<file path="src/rtl/radix4_seq_multiplier_pkg.sv">
// Shared definitions for the radix-4 sequential multiplier: FSM encodings,
// step count and the operand magnitude helper.
package radix4_seq_multiplier_pkg;

   // Compute cycles per operation: 32 multiplier bits retired 2 per cycle.
   localparam int unsigned P_STEPS = 16;

   typedef enum logic [1:0] {
      L_PARAM_MUL_IDLE = 2'd0,
      L_PARAM_MUL_CALC = 2'd1,
      L_PARAM_MUL_DONE = 2'd2
   } mul_state_t;

   // Magnitude of an operand; -2^31 maps to 0x80000000 read as unsigned.
   function automatic logic [31:0] f_abs32(input logic [31:0] i_v, input logic i_signed);
      return (i_signed && i_v[31]) ? (~i_v + 32'd1) : i_v;
   endfunction

endpackage

</file>
<file path="src/rtl/radix4_seq_multiplier_if.sv">
// Request/result handshake bundle between the execute stage and the multiplier.
interface radix4_seq_multiplier_if;

   logic        iREQ_VALID;
   logic        oREQ_BUSY;
   logic        iREQ_SIGNED;
   logic [31:0] iREQ_SOURCE0;
   logic [31:0] iREQ_SOURCE1;
   logic        oOUT_VALID;
   logic        iOUT_BUSY;
   logic [63:0] oOUT_DATA;

   // Requester / result consumer side.
   modport master (
      output iREQ_VALID, iREQ_SIGNED, iREQ_SOURCE0, iREQ_SOURCE1, iOUT_BUSY,
      input  oREQ_BUSY, oOUT_VALID, oOUT_DATA
   );

   // Multiplier side.
   modport slave (
      input  iREQ_VALID, iREQ_SIGNED, iREQ_SOURCE0, iREQ_SOURCE1, iOUT_BUSY,
      output oREQ_BUSY, oOUT_VALID, oOUT_DATA
   );

endinterface

</file>
<file path="src/rtl/radix4_mul_step.sv">
// One radix-4 shift-and-add step. Accumulator layout is
// {partial_sum[33:0], shifting_multiplier[31:0]}; the selected multiple of the
// multiplicand is added into the upper 34 bits, then the pair shifts right 2.
module radix4_mul_step (
   input  logic [65:0] i_acc,
   input  logic [31:0] i_mcand,
   input  logic [33:0] i_mcand3x,
   input  logic [1:0]  i_d,
   output logic [65:0] o_acc
);

   logic [33:0] w_addend;
   logic [33:0] w_sum;
   logic [65:0] w_cat;

   // Select 0, 1x, 2x or 3x multiplicand for the current digit.
   always_comb begin
      w_addend = 34'd0;
      unique case (i_d)
         2'd0: w_addend = 34'd0;
         2'd1: w_addend = {2'b00, i_mcand};
         2'd2: w_addend = {1'b0, i_mcand, 1'b0};
         2'd3: w_addend = i_mcand3x;
      endcase
   end

   // Upper partial sum stays below 2^32 after each shift, so 34 bits cannot carry out.
   always_comb begin
      w_sum = i_acc[65:32] + w_addend;
      w_cat = {w_sum, i_acc[31:0]};
      o_acc = w_cat >> 2;
   end

endmodule

</file>
<file path="src/rtl/radix4_seq_multiplier.sv">
// Sequential 32x32->64 signed/unsigned multiplier, radix-4 non-Booth.
// Operates on magnitudes and negates the final product for mixed signs.
module radix4_seq_multiplier
   import radix4_seq_multiplier_pkg::*;
(
   input logic                    iCLOCK,
   input logic                    inRESET,
   input logic                    iFLUSH,
   radix4_seq_multiplier_if.slave io_mul
);

   localparam int unsigned L_CNT_W = $clog2(P_STEPS);

   mul_state_t         r_state, w_state;
   logic [L_CNT_W-1:0] r_count, w_count;
   logic [65:0]        r_acc, w_acc;
   logic [31:0]        r_mcand, w_mcand;
   logic [33:0]        r_mcand3x, w_mcand3x;
   logic               r_neg, w_neg;
   logic               r_prep, w_prep;
   logic               r_out_valid, w_out_valid;
   logic [63:0]        r_out_data, w_out_data;
   logic [65:0]        w_step;
   logic [63:0]        w_prod;

   radix4_mul_step u_step (
      .i_acc     (r_acc),
      .i_mcand   (r_mcand),
      .i_mcand3x (r_mcand3x),
      .i_d       (r_acc[1:0]),
      .o_acc     (w_step)
   );

   assign w_prod           = r_neg ? (~w_step[63:0] + 64'd1) : w_step[63:0];
   assign io_mul.oREQ_BUSY  = (r_state != L_PARAM_MUL_IDLE);
   assign io_mul.oOUT_VALID = r_out_valid;
   assign io_mul.oOUT_DATA  = r_out_data;

   // State register.
   always_ff @(posedge iCLOCK or negedge inRESET) begin
      if (!inRESET) begin
         r_state <= L_PARAM_MUL_IDLE;
      end else begin
         r_state <= w_state;
      end
   end

   // Datapath, counter and output registers.
   always_ff @(posedge iCLOCK or negedge inRESET) begin
      if (!inRESET) begin
         r_count     <= '0;
         r_acc       <= '0;
         r_mcand     <= '0;
         r_mcand3x   <= '0;
         r_neg       <= 1'b0;
         r_prep      <= 1'b0;
         r_out_valid <= 1'b0;
         r_out_data  <= '0;
      end else begin
         r_count     <= w_count;
         r_acc       <= w_acc;
         r_mcand     <= w_mcand;
         r_mcand3x   <= w_mcand3x;
         r_neg       <= w_neg;
         r_prep      <= w_prep;
         r_out_valid <= w_out_valid;
         r_out_data  <= w_out_data;
      end
   end

   // Next-state, accept, step sequencing and result capture; flush overrides all.
   always_comb begin
      w_state     = r_state;
      w_count     = r_count;
      w_acc       = r_acc;
      w_mcand     = r_mcand;
      w_mcand3x   = r_mcand3x;
      w_neg       = r_neg;
      w_prep      = r_prep;
      w_out_valid = r_out_valid;
      w_out_data  = r_out_data;

      unique case (r_state)
         L_PARAM_MUL_IDLE: begin
            if (io_mul.iREQ_VALID) begin
               w_mcand = f_abs32(io_mul.iREQ_SOURCE0, io_mul.iREQ_SIGNED);
               w_acc   = {34'd0, f_abs32(io_mul.iREQ_SOURCE1, io_mul.iREQ_SIGNED)};
               w_neg   = io_mul.iREQ_SIGNED &
                         (io_mul.iREQ_SOURCE0[31] ^ io_mul.iREQ_SOURCE1[31]);
               w_count = '0;
               w_prep  = 1'b1;
               w_state = L_PARAM_MUL_CALC;
            end
         end
         L_PARAM_MUL_CALC: begin
            // First CALC cycle registers 3x so the 34-bit adder is off the accept path.
            if (r_prep) begin
               w_mcand3x = {2'b00, r_mcand} + {1'b0, r_mcand, 1'b0};
               w_prep    = 1'b0;
            end else begin
               w_acc   = w_step;
               w_count = r_count + 1'b1;
               if (r_count == L_CNT_W'(P_STEPS - 1)) begin
                  w_state     = L_PARAM_MUL_DONE;
                  w_out_valid = 1'b1;
                  w_out_data  = w_prod;
               end
            end
         end
         L_PARAM_MUL_DONE: begin
            if (!io_mul.iOUT_BUSY) begin
               w_state     = L_PARAM_MUL_IDLE;
               w_out_valid = 1'b0;
            end
         end
         default: begin
            w_state     = L_PARAM_MUL_IDLE;
            w_out_valid = 1'b0;
         end
      endcase

      if (iFLUSH) begin
         w_state     = L_PARAM_MUL_IDLE;
         w_out_valid = 1'b0;
         w_count     = '0;
         w_prep      = 1'b0;
      end
   end

endmodule
</file>
<file path="src/flat_wrapper.sv">
// flat-port wrapper written by rule: the top's interface ports become plain ports
module radix4_seq_multiplier_flat import radix4_seq_multiplier_pkg::*;
  (iCLOCK, inRESET, iFLUSH, io_mul_iREQ_VALID, io_mul_iREQ_SIGNED, io_mul_iREQ_SOURCE0, io_mul_iREQ_SOURCE1, io_mul_iOUT_BUSY, io_mul_oREQ_BUSY, io_mul_oOUT_VALID, io_mul_oOUT_DATA);
  radix4_seq_multiplier_if io_mul_i ();
  input logic iCLOCK;
  input logic inRESET;
  input logic iFLUSH;
  input wire logic [$bits(io_mul_i.iREQ_VALID)-1:0] io_mul_iREQ_VALID;
  input wire logic [$bits(io_mul_i.iREQ_SIGNED)-1:0] io_mul_iREQ_SIGNED;
  input wire logic [$bits(io_mul_i.iREQ_SOURCE0)-1:0] io_mul_iREQ_SOURCE0;
  input wire logic [$bits(io_mul_i.iREQ_SOURCE1)-1:0] io_mul_iREQ_SOURCE1;
  input wire logic [$bits(io_mul_i.iOUT_BUSY)-1:0] io_mul_iOUT_BUSY;
  output wire logic [$bits(io_mul_i.oREQ_BUSY)-1:0] io_mul_oREQ_BUSY;
  output wire logic [$bits(io_mul_i.oOUT_VALID)-1:0] io_mul_oOUT_VALID;
  output wire logic [$bits(io_mul_i.oOUT_DATA)-1:0] io_mul_oOUT_DATA;
  assign io_mul_i.iREQ_VALID = io_mul_iREQ_VALID;
  assign io_mul_i.iREQ_SIGNED = io_mul_iREQ_SIGNED;
  assign io_mul_i.iREQ_SOURCE0 = io_mul_iREQ_SOURCE0;
  assign io_mul_i.iREQ_SOURCE1 = io_mul_iREQ_SOURCE1;
  assign io_mul_i.iOUT_BUSY = io_mul_iOUT_BUSY;
  assign io_mul_oREQ_BUSY = io_mul_i.oREQ_BUSY;
  assign io_mul_oOUT_VALID = io_mul_i.oOUT_VALID;
  assign io_mul_oOUT_DATA = io_mul_i.oOUT_DATA;
  radix4_seq_multiplier u_core (.iCLOCK(iCLOCK), .inRESET(inRESET), .iFLUSH(iFLUSH), .io_mul(io_mul_i));
endmodule
</file>
<file path="config.mk">
export PLATFORM = sky130hd
export DESIGN_NAME = radix4_seq_multiplier_flat
export DESIGN_NICKNAME = d
export VERILOG_FILES = /design/src/rtl/radix4_seq_multiplier_pkg.sv /design/src/rtl/radix4_seq_multiplier_if.sv /design/src/rtl/radix4_mul_step.sv /design/src/rtl/radix4_seq_multiplier.sv /design/src/flat_wrapper.sv
export SDC_FILE = /design/constraint.sdc
export NUM_CORES = 1
export LEC_CHECK = 0
export ABC_CLOCK_PERIOD_IN_PS = 5600
export BUFFER_PORTS_ARGS = -buffer_cell sky130_fd_sc_hd__buf_4
export CORE_MARGIN = 3
export CORE_UTILIZATION = 43
export CTS_BUF_LIST = sky130_fd_sc_hd__clkbuf_8
export CTS_CLUSTER_DIAMETER = 200
export DETAILED_ROUTE_END_ITERATION = 10
export GPL_TIMING_DRIVEN = 0
export HOLD_SLACK_MARGIN = 0.05
export PLACE_DENSITY = 0.65
export SYNTH_ARGS = -nofsm -noshare
export SYNTH_HDL_FRONTEND = slang
export SYNTH_SLANG_ARGS = --single-unit
export TNS_END_PERCENT = 20
</file>
<file path="constraint.sdc">
create_clock -name iCLOCK -period 5.6 [get_ports iCLOCK]
set_clock_uncertainty 0.15 [all_clocks]
set_input_delay 1.12 -clock iCLOCK [delete_from_list [all_inputs] [get_ports iCLOCK]]
set_output_delay 1.12 -clock iCLOCK [all_outputs]
set_load 0.05 [all_outputs]
</file>
* Word level (Yosys, flattened, before mapping)
Index checks and enable logic that the tools add are counted.
** Storage, ports and cells
- Bits in registers :: 205
- Output and inout port bits :: 66
- Word-level logic and storage cells :: 74
** Cells by class
- Add/sub/neg operators :: 6
- Eq/ne operators :: 13
- Mux-type cells :: 25
- Bitwise operators :: 6
- Reductions and logical operators :: 15
** Operators by type and width (count)
- case mux 34 bit (4 select lines) :: 1
- 2-to-1 mux 66 bit :: 2
- case mux 66 bit (2 select lines) :: 1
- adder 32 x 1 -> 32 bit, second input constant :: 2
- adder 64 x 1 -> 64 bit, second input constant :: 1
- 2-to-1 mux 32 bit :: 2
- 2-to-1 mux 64 bit :: 1
- inverter 32 bit :: 2
- inverter 64 bit :: 1
- adder 32 x 33 -> 34 bit :: 1
- adder 34 bit :: 1
- 2-to-1 mux 4 bit :: 3
- 2-to-1 mux 2 bit :: 5
- inequality test 3 bit, second input constant :: 3
- AND reduction 3 bit :: 3
- case mux 4 bit (2 select lines) :: 1
- AND reduction 4 bit :: 2
- equality test 2 bit, second input constant :: 3
- 2-to-1 mux 1 bit :: 6
- inequality test 2 bit, second input constant :: 3
- case mux 2 bit (3 select lines) :: 1
- AND reduction 2 bit :: 3
- adder 4 x 1 -> 4 bit, second input constant :: 1
- equality test 2 x 1 -> 1 bit, second input constant :: 2
- 11 further kinds :: 14

* Longest topological paths before layout
Gate-level depths: netlist of run 1.
- Depth in word-level cells :: 6
- Mapped depth :: 19

* Cells and area by module
A second synthesis of run 1 with hierarchy kept.
** Second synthesis, totals
- Cell total of the unflattened synthesis :: 1871
- Area total of the unflattened synthesis :: 15353.5 sq um
** By module, submodules not included
- radix4_seq_multiplier :: instances 1, cells each 1467, area an instance 12368.1 sq um, seq. area each 5129.9 sq um
- radix4_mul_step :: instances 1, cells each 404, area an instance 2985.4 sq um, seq. area each 0.0 sq um

* Least setup slack after synthesis of run 1
No wires, ideal clock.
- Path kind :: register -> register
- Start :: register u_core.r_acc[1]
- End :: register u_core.r_out_data[60] (netlist: u_core.io_mul.oOUT_DATA[60])
- Library setup time :: 0.130 ns
- Arrival :: 4.591 ns
- Slack :: 0.729 ns
- Cell stages (with the launch flop) :: 19
- Clock period less this slack :: 4.871 ns
- Cells stage by stage :: dfrtp_1 clkbuf_1 clkbuf_1 mux2_2 a22o_1 ha_1 buf_2 a21oi_2 o21bai_1 a22oi_1 nand2_2 nor2_2 xnor2_1 or4_1 buf_2 or4b_4 o31a_1 xnor2_1 o21ai_1
** Between the ends
- Longest elaborated chain between the ends :: 6
- Elaborated cells between the ends (all ways) :: 9
- Classes of those cells :: add/sub: 2; eq/ne: 3; mux: 2; bitwise: 1; reduce/logical: 1
** RTL lines
- start: declaration :: RTL line radix4_seq_multiplier.sv:16 : logic [65:0] r_acc, w_acc;
- start signal: assignment :: RTL line radix4_seq_multiplier.sv:61 : r_acc <= w_acc;
- equality test 2 bit, or another cell as far along :: RTL line radix4_mul_step.sv:19 : unique case (i_d)
- case mux 34 bit (4 select lines) * :: RTL line radix4_mul_step.sv:19
- adder 34 bit * :: RTL line radix4_mul_step.sv:29 : w_sum = i_acc[65:32] + w_addend;
- inverter 64 bit :: RTL line radix4_seq_multiplier.sv:34 : assign w_prod = r_neg ? (~w_step[63:0] + 64'd1) : w_step[63:0];
- adder 64 x 1 -> 64 bit :: RTL line radix4_seq_multiplier.sv:34
- 2-to-1 mux 64 bit * :: RTL line radix4_seq_multiplier.sv:34
- end signal: assignment :: RTL line radix4_seq_multiplier.sv:67 : r_out_data <= w_out_data;
- end: declaration :: RTL line radix4_seq_multiplier.sv:22 : logic [63:0] r_out_data, w_out_data;
Every way passes the cells marked *; elsewhere a longest branch is shown, timed or not.
A chain may end at the register's enable or synchronous reset.

* Final worst setup path of run 1
- Start :: register u_core.r_acc[0]
- End :: register u_core.r_out_data[60] (netlist: u_core.io_mul.oOUT_DATA[60])
The elaborated chain is that of the path after synthesis.

==> results.txt, run 1 <==
Post-DP Area: 16200 µm²
Reg2reg setup slack: 0.28 ns
Post-synth top area cell: dfrtp_1
Final hold vios: 0
Post-Route WL: 43400 µm
Initial antenna violation count: 0
Area Growth Syn to Fin: 17.0%
Fin util: 51.8%
Synth cell types: 79
Vias: 13681
Slew @ Worst Pin: 1.01 ns
Async SR Flop Fraction: 100%
CP required: 5.86 ns
Hold Worst Slack: 0.307 ns
# nets final: 2066
Period utilisation layout: 95.0%
HP Class: in -> async
DIE WIDTH: 190 µm
Leak: 7.71 nW
Layout cell share with drive strength beyond 1: 14.5%
Placer Congestion: 0.945
Vias in the first global route: 13235
Mean Syn Cell Area: 8.34 µm²
PortBufs: 134
Global-route wire length before repair: 69900 µm
Diodes inserted: 0
Clock Latency Late Sink: 0.55 ns
Post-synthesis sequential area ratio: 34.8%
Clock transition at path regs: 0.06 ns
DP Worst Slack: -0.550 ns
CTS tree: built
Root Buffer: clkbuf_8
Synth cell count leaders: 273 x nand2_1, 232 x o21ai_0, 203 x dfrtp_1
Drt wl/cell: 18.1 µm
Worst VDD drop: 0.179 mV
CTS buffer count: 38
1st-pass router iterations: 5
Syn_nets: 1892
YS warnings: 0
GRT Resource Usage Total: 23.7%
Critical path class: reg -> reg
Min Tclk post-route: 5.32 ns
Die Area: 36200 µm²
# Post-CTS Setup Buffers: 0
CTS sink cnt: 203
Worst R2R End: u_core.io_mul.oOUT_DATA[60]$_DFFE_PN0P_
CP max FO: 10
Grt ovf: 0
Outcome: complete, no violations
Cell Pwr Density: 398 nW/µm²
H-tree levels: 2
Top-count cell post-synth: nand2_1
Initial Util: 44.2%
FF-to-FF path depth: 17
Routed Antenna Nets: 0
Area fraction of the dominant cell type after synthesis: 34.8%
RSZ-0062 raised after global routing: false
Ranking of synthesized cells by area: dfrtp_1 35%, o21ai_0 7.9%, nand2_1 7.0%
Initial detailed-routing violation count: 892
Final setup vio count: 0
Die Height: 190 µm
Finished Cell Area: 17100 µm²
Gate Count Post-Synth: 1751
Pin count of the biggest net entering global routing: 86
CTS max path bufs: 3
DR vias/cell: 5.71
DR DRC count: 0
Ports: 136
DP HPWL: 34500 µm
Final setup margin: 0.282 ns
Worst Setup Start Kind: flop
Total core area: 33000 µm²
Dominant synthesized flop cell: dfrtp_1
Max_cap viols: 0
Syn Std Cell Area: 14600 µm²
#FFs+latches synth: 203
RR Startpoint: u_core.r_acc[0]$_DFFE_PN0P_
Worst path arrival time: 5.58 ns
CP Capture Type: flop
Setup TNS: 0 ns
Max-slew headroom: 32.1%
Fin. max-slew vios: 0
Number of synthesized flops with an enable pin: 0
Maximum clock rate: 0.188 GHz
Row count: 66
[metrics by stage]
stage	cells	power, mW
floorplan	1751	4.31
global placement	2327	5.14
detailed placement	2329	5.21
CTS	2395	6.78
global route	2394	7.32
finish	2394	6.81
[final cells by class]
type                            count  area (µm²)
Inverter                           31         116
Fill cell                        3167       15900
Buffer                             89         360
Tap cell                          442         553
Multi-Input combinational cell   1426        9110
Clock inverter                     21         175
Clock buffer                       46         633
Timing Repair Buffer              136        1070
Sequential cell                   203        5080
[flip-flops by register name (all words and copies together) (netlist names)]
name                      flops
u_core.io_mul.oOUT_DATA      64
u_core.io_mul.oOUT_VALID      1
u_core.r_acc                 64
u_core.r_count                4
u_core.r_mcand               32
u_core.r_mcand3x             34
u_core.r_neg                  1
u_core.r_prep                 1
u_core.r_state                2
[worst max-delay path, stage by stage (launching register included)]
cell	delay, ns
dfrtp_1	0.56
clkbuf_2	0.29
nor2b_1	0.30
ha_1	0.25
inv_1	0.06
fa_1	0.42
nand2b_1	0.25
a21oi_4	0.27
o211ai_1	0.28
nand2_2	0.18
nor2_2	0.05
xnor2_1	0.25
or4_1	0.55
buf_2	0.18
or4b_4	0.58
o31a_1	0.27
xnor2_1	0.19
o21ai_1	0.08
[cells in the final DEF, fill, tap and decap left out, types with 15 or more instances in the layout]
cell type	n
a21o_1	34
inv_1	37
buf_4	133
ha_1	69
o31ai_1	30
xor2_1	92
or3_1	15
nand2_1	273
nor3_1	30
dfrtp_1	202
clkbuf_1	67
a22o_1	48
mux2_2	34
nand3_1	22
xnor2_1	70
nand2b_1	22
a21oi_1	110
clkbuf_8	46
o21ai_0	232
nor2_1	110
[cell families after synthesis]
kind of cell,share of synthesized area (%)
adder cells (fa/ha/maj),6.18
AO/OA/AOI/OAI,24.2
flip-flops,34.8
AND/OR/NAND/NOR,18.6
XOR/XNOR,9.82
multiplexers,3.17
buffers and inverters,3.27
[repair_timing]
| item | CTS | global route |
|---|---|---|
| endpoints found under the hold margin | 0 | 0 |
| setup endpoints to repair | 17 | 20 |
| gates resized for setup | 7 | 11 |
| hold buffers | 0 | 0 |
| pin swaps | 0 | 0 |
[how the worst max path moves through the flow]
stage                                 from                                 endpoint  slack, ns  cells past startpoint
2_1_floorplan  u_core.r_acc[1]$_DFFE_PN0P_  u_core.io_mul.oOUT_DATA[60]$_DFFE_PN0P_       0.73                     18
3_3_place_gp   u_core.r_acc[1]$_DFFE_PN0P_  u_core.io_mul.oOUT_DATA[61]$_DFFE_PN0P_      -0.41                     16
3_5_place_dp   u_core.r_acc[1]$_DFFE_PN0P_  u_core.io_mul.oOUT_DATA[61]$_DFFE_PN0P_      -0.55                     18
4_1_cts        u_core.r_acc[1]$_DFFE_PN0P_  u_core.io_mul.oOUT_DATA[60]$_DFFE_PN0P_       0.01                     16
5_1_grt        u_core.r_acc[1]$_DFFE_PN0P_  u_core.io_mul.oOUT_DATA[60]$_DFFE_PN0P_       0.02                     17
6_report       u_core.r_acc[0]$_DFFE_PN0P_  u_core.io_mul.oOUT_DATA[60]$_DFFE_PN0P_       0.28                     17
[power by group]
| group | total (mW) | switching, mW | internal (mW) |
|---|---|---|---|
| registers | 2.04 | 0.280 | 1.75 |
| clock network | 1.52 | 0.669 | 0.850 |
| logic | 3.25 | 1.97 | 1.28 |
[layer usage]
metal / vias to the layer above / part of all wire (%) / track usage, %
li1: 6659 / - / -
met1: 6588 / 47 / 34.3
met2: 381 / 45 / 37.6
met3: 53 / 5.9 / 3.55
met4: 0 / 1.9 / 5.64
met5: - / 0 / 0
Note: power is estimated with default switching activity, not from simulation.
==> inputs of run 2 (changes only) <==
Settings changed: REMOVE_ABC_BUFFERS set to 1.
==> run 2 against run 1 <==
Compared with the run above: critical path depth shrank 2; die area is the same; non-clock buffer count shrank 77; via count shrank 5.4%; final cell count shrank 3.2%; critical endpoint unchanged; largest cell class unchanged; largest power group unchanged.
==> results.txt, run 2 (synthesis results as in run 1) <==
HP Class: in -> async
CTS tree: built
CP required: 5.87 ns (about the same)
Final setup margin: 0.265 ns (-0.0162 ns)
Maximum clock rate: 0.187 GHz (-0.30%)
Layout cell share with drive strength beyond 1: 14.6% (+0.062 points)
Post-Route WL: 39600 µm (-8.6%)
Initial Util: 44.2% (unchanged)
Worst Setup Start Kind: flop
H-tree levels: 2 (unchanged)
Drt wl/cell: 17.1 µm (-5.6%)
CTS sink cnt: 203 (unchanged)
# nets final: 1989 (-3.7%)
Final hold vios: 0 (unchanged)
Hold Worst Slack: 0.268 ns (-0.0397 ns)
Period utilisation layout: 95.3% (+0.29 points)
DIE WIDTH: 190 µm (unchanged)
Placer Congestion: 0.906 (-4.1%)
Placed Cells incl. Taps: 2248 (-3.5%)
Post-DP Area: 16100 µm² (-0.98%)
Diodes inserted: 0 (unchanged)
Fin util: 51.1% (-0.70 points)
Row count: 66 (unchanged)
Commonest non-fill, non-tap cell in the layout: nand2_1
Root Buffer: clkbuf_8
Multi-input gate area: 9090 µm² (-0.18%)
Pwr Total: 6.56 mW (-3.6%)
Min Tclk post-route: 5.33 ns (+0.0162 ns)
P_sw: 2.79 mW (-4.5%)
Combinational power share: 47.0% (-0.8 points)
Net Sw Frac: 42.5% (-0.41 points)
Clock Latency Late Sink: 0.56 ns (about the same)
FILL cells: 3222 (+1.7%)
Area Growth Syn to Fin: 15.4%
Int Pwr: 3.77 mW (-2.9%)
GRT Resource Usage Total: 21.5% (-2.2 points)
Sequential Area: 5090 µm² (+0.15%)
Cell Pwr Density: 389 nW/µm² (-2.3%)
Die Height: 190 µm (unchanged)
Ports: 136 (unchanged)
DP HPWL: 29800 µm (-14%)
Global-route wire length before repair: 64400 µm (-7.9%)
Final non-filler cell total: 2317 (-3.2%)
Pin count of the biggest net entering global routing: 108 (+26%)
DR DRC count: 0 (unchanged)
FF-to-FF path depth: 15 (-2)
Initial detailed-routing violation count: 816 (-8.5%)
Worst R2R End: u_core.io_mul.oOUT_DATA[60]$_DFFE_PN0P_
Die Area: 36200 µm² (unchanged)
Finished Cell Area: 16900 µm² (-1.4%)
RR Startpoint: u_core.r_acc[1]$_DFFE_PN0P_
Fin. max-slew vios: 0 (unchanged)
Worst path arrival time: 5.60 ns (+0.02 ns)
Grt ovf: 0 (unchanged)
Critical path class: reg -> reg
Leak: 7.64 nW (-0.81%)
PortBufs: 135 (+0.75%)
Slew @ Worst Pin: 0.967 ns (-0.0452 ns)
Clock transition at path regs: 0.06 ns (about the same)
CTS max path bufs: 3 (unchanged)
CP Capture Type: flop
DR vias/cell: 5.58 (-2.3%)
Initial antenna violation count: 0 (unchanged)
Vias: 12940 (-5.4%)
Final setup vio count: 0 (unchanged)
Most frequent cells in the layout: 272 x nand2_1, 232 x o21ai_0, 200 x dfrtp_1, 135 x buf_4, 110 x a21oi_1
Total core area: 33000 µm² (unchanged)
Routed Antenna Nets: 0 (unchanged)
Worst VDD drop: 0.174 mV (-2.7%)
Vias in the first global route: 12274 (-7.3%)
RSZ-0062 raised after global routing: false
DP Worst Slack: -0.479 ns (+0.0714 ns)
Max-slew headroom: 35.4% (+3.3 points)
Max_cap viols: 0 (unchanged)
Clk network pwr share: 21.7% (-0.6 points)
Hold_buf cts: 0 (unchanged)
Reg2reg setup slack: 0.27 ns (-0.02 ns)
1st-pass router iterations: 6 (+1)
Reg power frac: 31.3% (+1.4 points)
Outcome: complete, no violations
Setup TNS: 0 ns (unchanged)
CTS buffer count: 38 (unchanged)
CP max FO: 22 (+12)
[run 2: cell types whose count changed in the layout (fill, tap and decap cells not counted), moves of 4 or more]
cell	before	now
buf_1	6	0
clkbuf_2	4	0
clkbuf_1	67	0
buf_12	0	4
buf_2	11	0
buf_8	1	6
inv_1	37	44
[run 2: final cells by class]
type	count	area share [%]
Clock inverter	23	0.846
Inverter	31	0.690
Multi-Input combinational cell	1426	53.9
Tap cell	442	3.28
Sequential cell	203	30.2
Timing Repair Buffer	148	7.51
Clock buffer	44	3.59
[run 2: metal layers]
metal	share of wire (%)	GRT usage [%]	wire [µm]
met4	2.3	5.64	926
met5	0	0	0
met2	45	33.6	17600
met3	4.7	2.72	1850
met1	48	31.5	19200
[run 2: worst max-delay path by stage]
stage / startpoint / endpoint / slack (ns)
floorplan: u_core.r_acc[1]$_DFFE_PN0P_ / u_core.io_mul.oOUT_DATA[60]$_DFFE_PN0P_ / -0.50
global placement: u_core.r_acc[1]$_DFFE_PN0P_ / u_core.io_mul.oOUT_DATA[61]$_DFFE_PN0P_ / -2.41
detailed placement: u_core.r_acc[1]$_DFFE_PN0P_ / u_core.io_mul.oOUT_DATA[61]$_DFFE_PN0P_ / -0.48
CTS: u_core.r_acc[1]$_DFFE_PN0P_ / u_core.io_mul.oOUT_DATA[60]$_DFFE_PN0P_ / 0.07
global route: u_core.r_acc[1]$_DFFE_PN0P_ / u_core.io_mul.oOUT_DATA[60]$_DFFE_PN0P_ / 0.03
finish: u_core.r_acc[1]$_DFFE_PN0P_ / u_core.io_mul.oOUT_DATA[60]$_DFFE_PN0P_ / 0.27
[run 2: timing repair]
action / in CTS / in global routing
resized for setup: 4 / 2
setup buffers: 0 / 1
setup endpoints to repair: 11 / 12
[run 2: worst max-delay path, cell delays in order (launching register included)]
cell      delay [ns]
dfrtp_4         0.62
nor2b_4         0.36
buf_8           0.22
a22o_1          0.21
ha_1            0.33
a21oi_2         0.28
o21bai_1        0.20
a22oi_1         0.47
nand2_2         0.17
nor2_2          0.17
xnor2_1         0.14
or4_1           0.71
or4b_4          0.63
o31a_1          0.28
xnor2_1         0.16
o21ai_1         0.08
[run 2: power by group through the flow]
| stage | Sequential (mW) | Clock [mW] | Combinational (mW) |
|---|---|---|---|
| after global routing | 2.09 | 1.55 | 3.44 |
| final | 2.05 | 1.43 | 3.08 |
| after CTS | 2.05 | 1.47 | 3.04 |
| after global placement | 2.07 | 0 | 2.93 |
| after detailed placement | 2.07 | 0 | 3.02 |
| after floorplan | 1.98 | 0 | 2.27 |
==> inputs of run 3 (changes only) <==
--- a/config.mk
+++ b/config.mk
@@ -9,3 +9,3 @@
 export BUFFER_PORTS_ARGS = -buffer_cell sky130_fd_sc_hd__buf_4
-export CORE_MARGIN = 3
+export CORE_MARGIN = 1
 export CORE_UTILIZATION = 43
==> constraint.sdc (replaced) <==
create_clock -name iCLOCK -period 5.6 [get_ports iCLOCK]
set_clock_uncertainty 0.15 [all_clocks]
set_input_delay 0.28 -clock iCLOCK [delete_from_list [all_inputs] [get_ports iCLOCK]]
set_output_delay 0.28 -clock iCLOCK [all_outputs]
set_load 0.05 [all_outputs]
==> run 3 against run 2 <==
Compared with the run above: sequential share of layout area is 1.3 points lower; cell area is 4.3% higher; die area is 4.2% lower; register-to-register slack better by 0.14 ns; combinational power is 1% higher; final cell count is 3.3% higher; setup slack better by 0.14 ns; global-route usage is 1.3 points higher; critical path depth stayed put; first-iteration DRC count is 6.1% higher; critical endpoint unchanged; largest cell class unchanged.
==> results.txt, run 3 (synthesis results as in run 1) <==
GRT Resource Usage Total: 22.8% (+1.3 points)
Area Growth Syn to Fin: 20.4%
Min Tclk post-route: 5.20 ns (-0.138 ns)
Post-Route WL: 39700 µm (+0.15%)
1st-pass router iterations: 5 (-1)
CTS max path bufs: 3 (unchanged)
RSZ-0062 raised after global routing: false
Fin. max-slew vios: 0 (unchanged)
Worst path arrival time: 5.47 ns (-0.13 ns)
# Post-CTS Setup Buffers: 0 (unchanged)
CTS sink cnt: 203 (unchanged)
Worst Setup Start Kind: flop
Placer Congestion: 0.869 (-4.0%)
Root Buffer: clkbuf_8
Vias: 13238 (+2.3%)
CTS tree: built
PortBufs: 135 (unchanged)
Final setup margin: 0.403 ns (+0.138 ns)
Maximum clock rate: 0.192 GHz (+2.6%)
Outcome: complete, no violations
Critical path class: reg -> reg
DR DRC count: 0 (unchanged)
Pwr Total: 6.60 mW (+0.52%)
Clock transition at path regs: 0.06 ns (about the same)
HP Class: in -> reg
Die Area: 34700 µm² (-4.2%)
Initial antenna violation count: 0 (unchanged)
DR vias/cell: 5.53 (-0.95%)
Routed Antenna Nets: 0 (unchanged)
Hold Worst Slack: 0.0888 ns (-0.179 ns)
Die Height: 186 µm (-2.1%)
Cell Pwr Density: 375 nW/µm² (-3.7%)
DP Worst Slack: -0.357 ns (+0.122 ns)
Final setup vio count: 0 (unchanged)
Most frequent cells in the layout: 272 x nand2_1, 232 x o21ai_0, 200 x dfrtp_1, 134 x buf_4, 110 x a21oi_1
Layout cell share with drive strength beyond 1: 14.3% (-0.22 points)
Initial detailed-routing violation count: 866 (+6.1%)
Clock Latency Late Sink: 0.55 ns (about the same)
Global-route wire length before repair: 65600 µm (+1.8%)
CP max FO: 25 (+14%)
Max-slew headroom: 7.42% (-28 points)
Leak: 7.93 nW (+3.8%)
DP HPWL: 29200 µm (-2.0%)
CP required: 5.87 ns (about the same)
Row count: 67 (+1.5%)
Ports: 136 (unchanged)
CP Capture Type: flop
Final hold vios: 0 (unchanged)
# nets final: 2058 (+3.5%)
Diodes inserted: 0 (unchanged)
Drt wl/cell: 16.6 µm (-3.0%)
Pin count of the biggest net entering global routing: 111 (+2.8%)
Slew @ Worst Pin: 1.39 ns (+0.419 ns)
DIE WIDTH: 186 µm (-2.1%)
Vias in the first global route: 12835 (+4.6%)
H-tree levels: 2 (unchanged)
CTS buffer count: 38 (unchanged)
Period utilisation layout: 92.8% (-2.5 points)
Max_cap viols: 0 (unchanged)
Grt ovf: 0 (unchanged)
Initial Util: 43.7% (-0.55 points)
Commonest non-fill, non-tap cell in the layout: nand2_1
Worst VDD drop: 0.148 mV (-15%)
Total core area: 33400 µm² (+1.3%)
==> run 3: cell count changes in the layout (fill, tap and decap cells not counted), sizes merged <==
cell / previous run / this run
clkinv: 7 / 9
clkinvlp: 0 / 1
bufinv: 1 / 0
buf: 148 / 147
clkbuf: 44 / 48
inv: 46 / 41
dlygate4sd3: 0 / 70
==> run 3: layout make-up <==
type                    instances  area (µm²)
fillers                      3126       15900
multi-input cells            1426        9100
flip-flops and latches        203        5090
repair buffers                217        1970
clock buffers                  48         661
well taps                     448         561
inverters                      31         116
clock inverters                20        97.6
==> run 3: final timing paths <==
kind	start	to	slack, ns	cells after the start
min in group asynchronous	inRESET	u_core.io_mul.oOUT_DATA[56]$_DFFE_PN0P_	0.18	2
worst max register to register	u_core.r_acc[1]$_DFFE_PN0P_	u_core.io_mul.oOUT_DATA[60]$_DFFE_PN0P_	0.40	15
worst min register to register	u_core.io_mul.oOUT_DATA[57]$_DFFE_PN0P_	u_core.io_mul.oOUT_DATA[57]$_DFFE_PN0P_	0.32	2
max in group asynchronous	inRESET	u_core.r_acc[0]$_DFFE_PN0P_	4.06	3
worst max-delay path	u_core.r_acc[1]$_DFFE_PN0P_	u_core.io_mul.oOUT_DATA[60]$_DFFE_PN0P_	0.40	15
worst min-delay path	io_mul_iREQ_SOURCE1[4]	u_core.r_acc[4]$_DFFE_PN0P_	0.09	5
==> run 3: routing by layer <==
layer / vias to the layer above / wire (µm) / track usage (%)
met5: - / 0 / 0
met1: 6238 / 19200 / 32.2
met4: 0 / 692 / 5.82
met2: 323 / 17800 / 36.6
li1: 6625 / - / -
met3: 52 / 2020 / 3.44
==> run 3: worst max-delay path, cell delays in order, from the launching register on <==
cell,delay (ns)
dfrtp_2,0.60
buf_16,0.22
mux2_2,0.34
a22o_1,0.20
ha_1,0.36
a21o_1,0.22
o21bai_1,0.27
a22oi_2,0.35
nand2_2,0.13
nor2_2,0.15
xnor2_1,0.18
or4_1,0.73
or4b_4,0.64
o31a_1,0.29
xnor2_1,0.15
o21ai_1,0.07
==> run 3: where the power goes <==
part           leakage [nW]  total, mW  switching [mW]  internal, mW
Combinational          4.84       3.12            1.83          1.29
Sequential             2.66       2.04           0.287          1.76
Clock                 0.434       1.43           0.657         0.777
Total                  7.93       6.60            2.78          3.82
==> run 3: what timing repair did <==
item,in CTS,in global routing
hold buffers,70,0
cloned,0,0
setup endpoints to repair,10,10
gates resized for setup,3,5
endpoints found under the hold margin,162,0
==> run 3: through the flow <==
step           util (%)  cells  setup TNS (ns)  area (µm²)
2_1_floorplan         -   1660           -2.45       14200
4_1_cts            52.5   2393               0       17600
3_3_place_gp       47.3   2243         -172.03       15800
3_5_place_dp       48.2   2255           -1.69       16100
5_1_grt            52.6   2393               0       17600
6_report           52.6   2393               0       17600
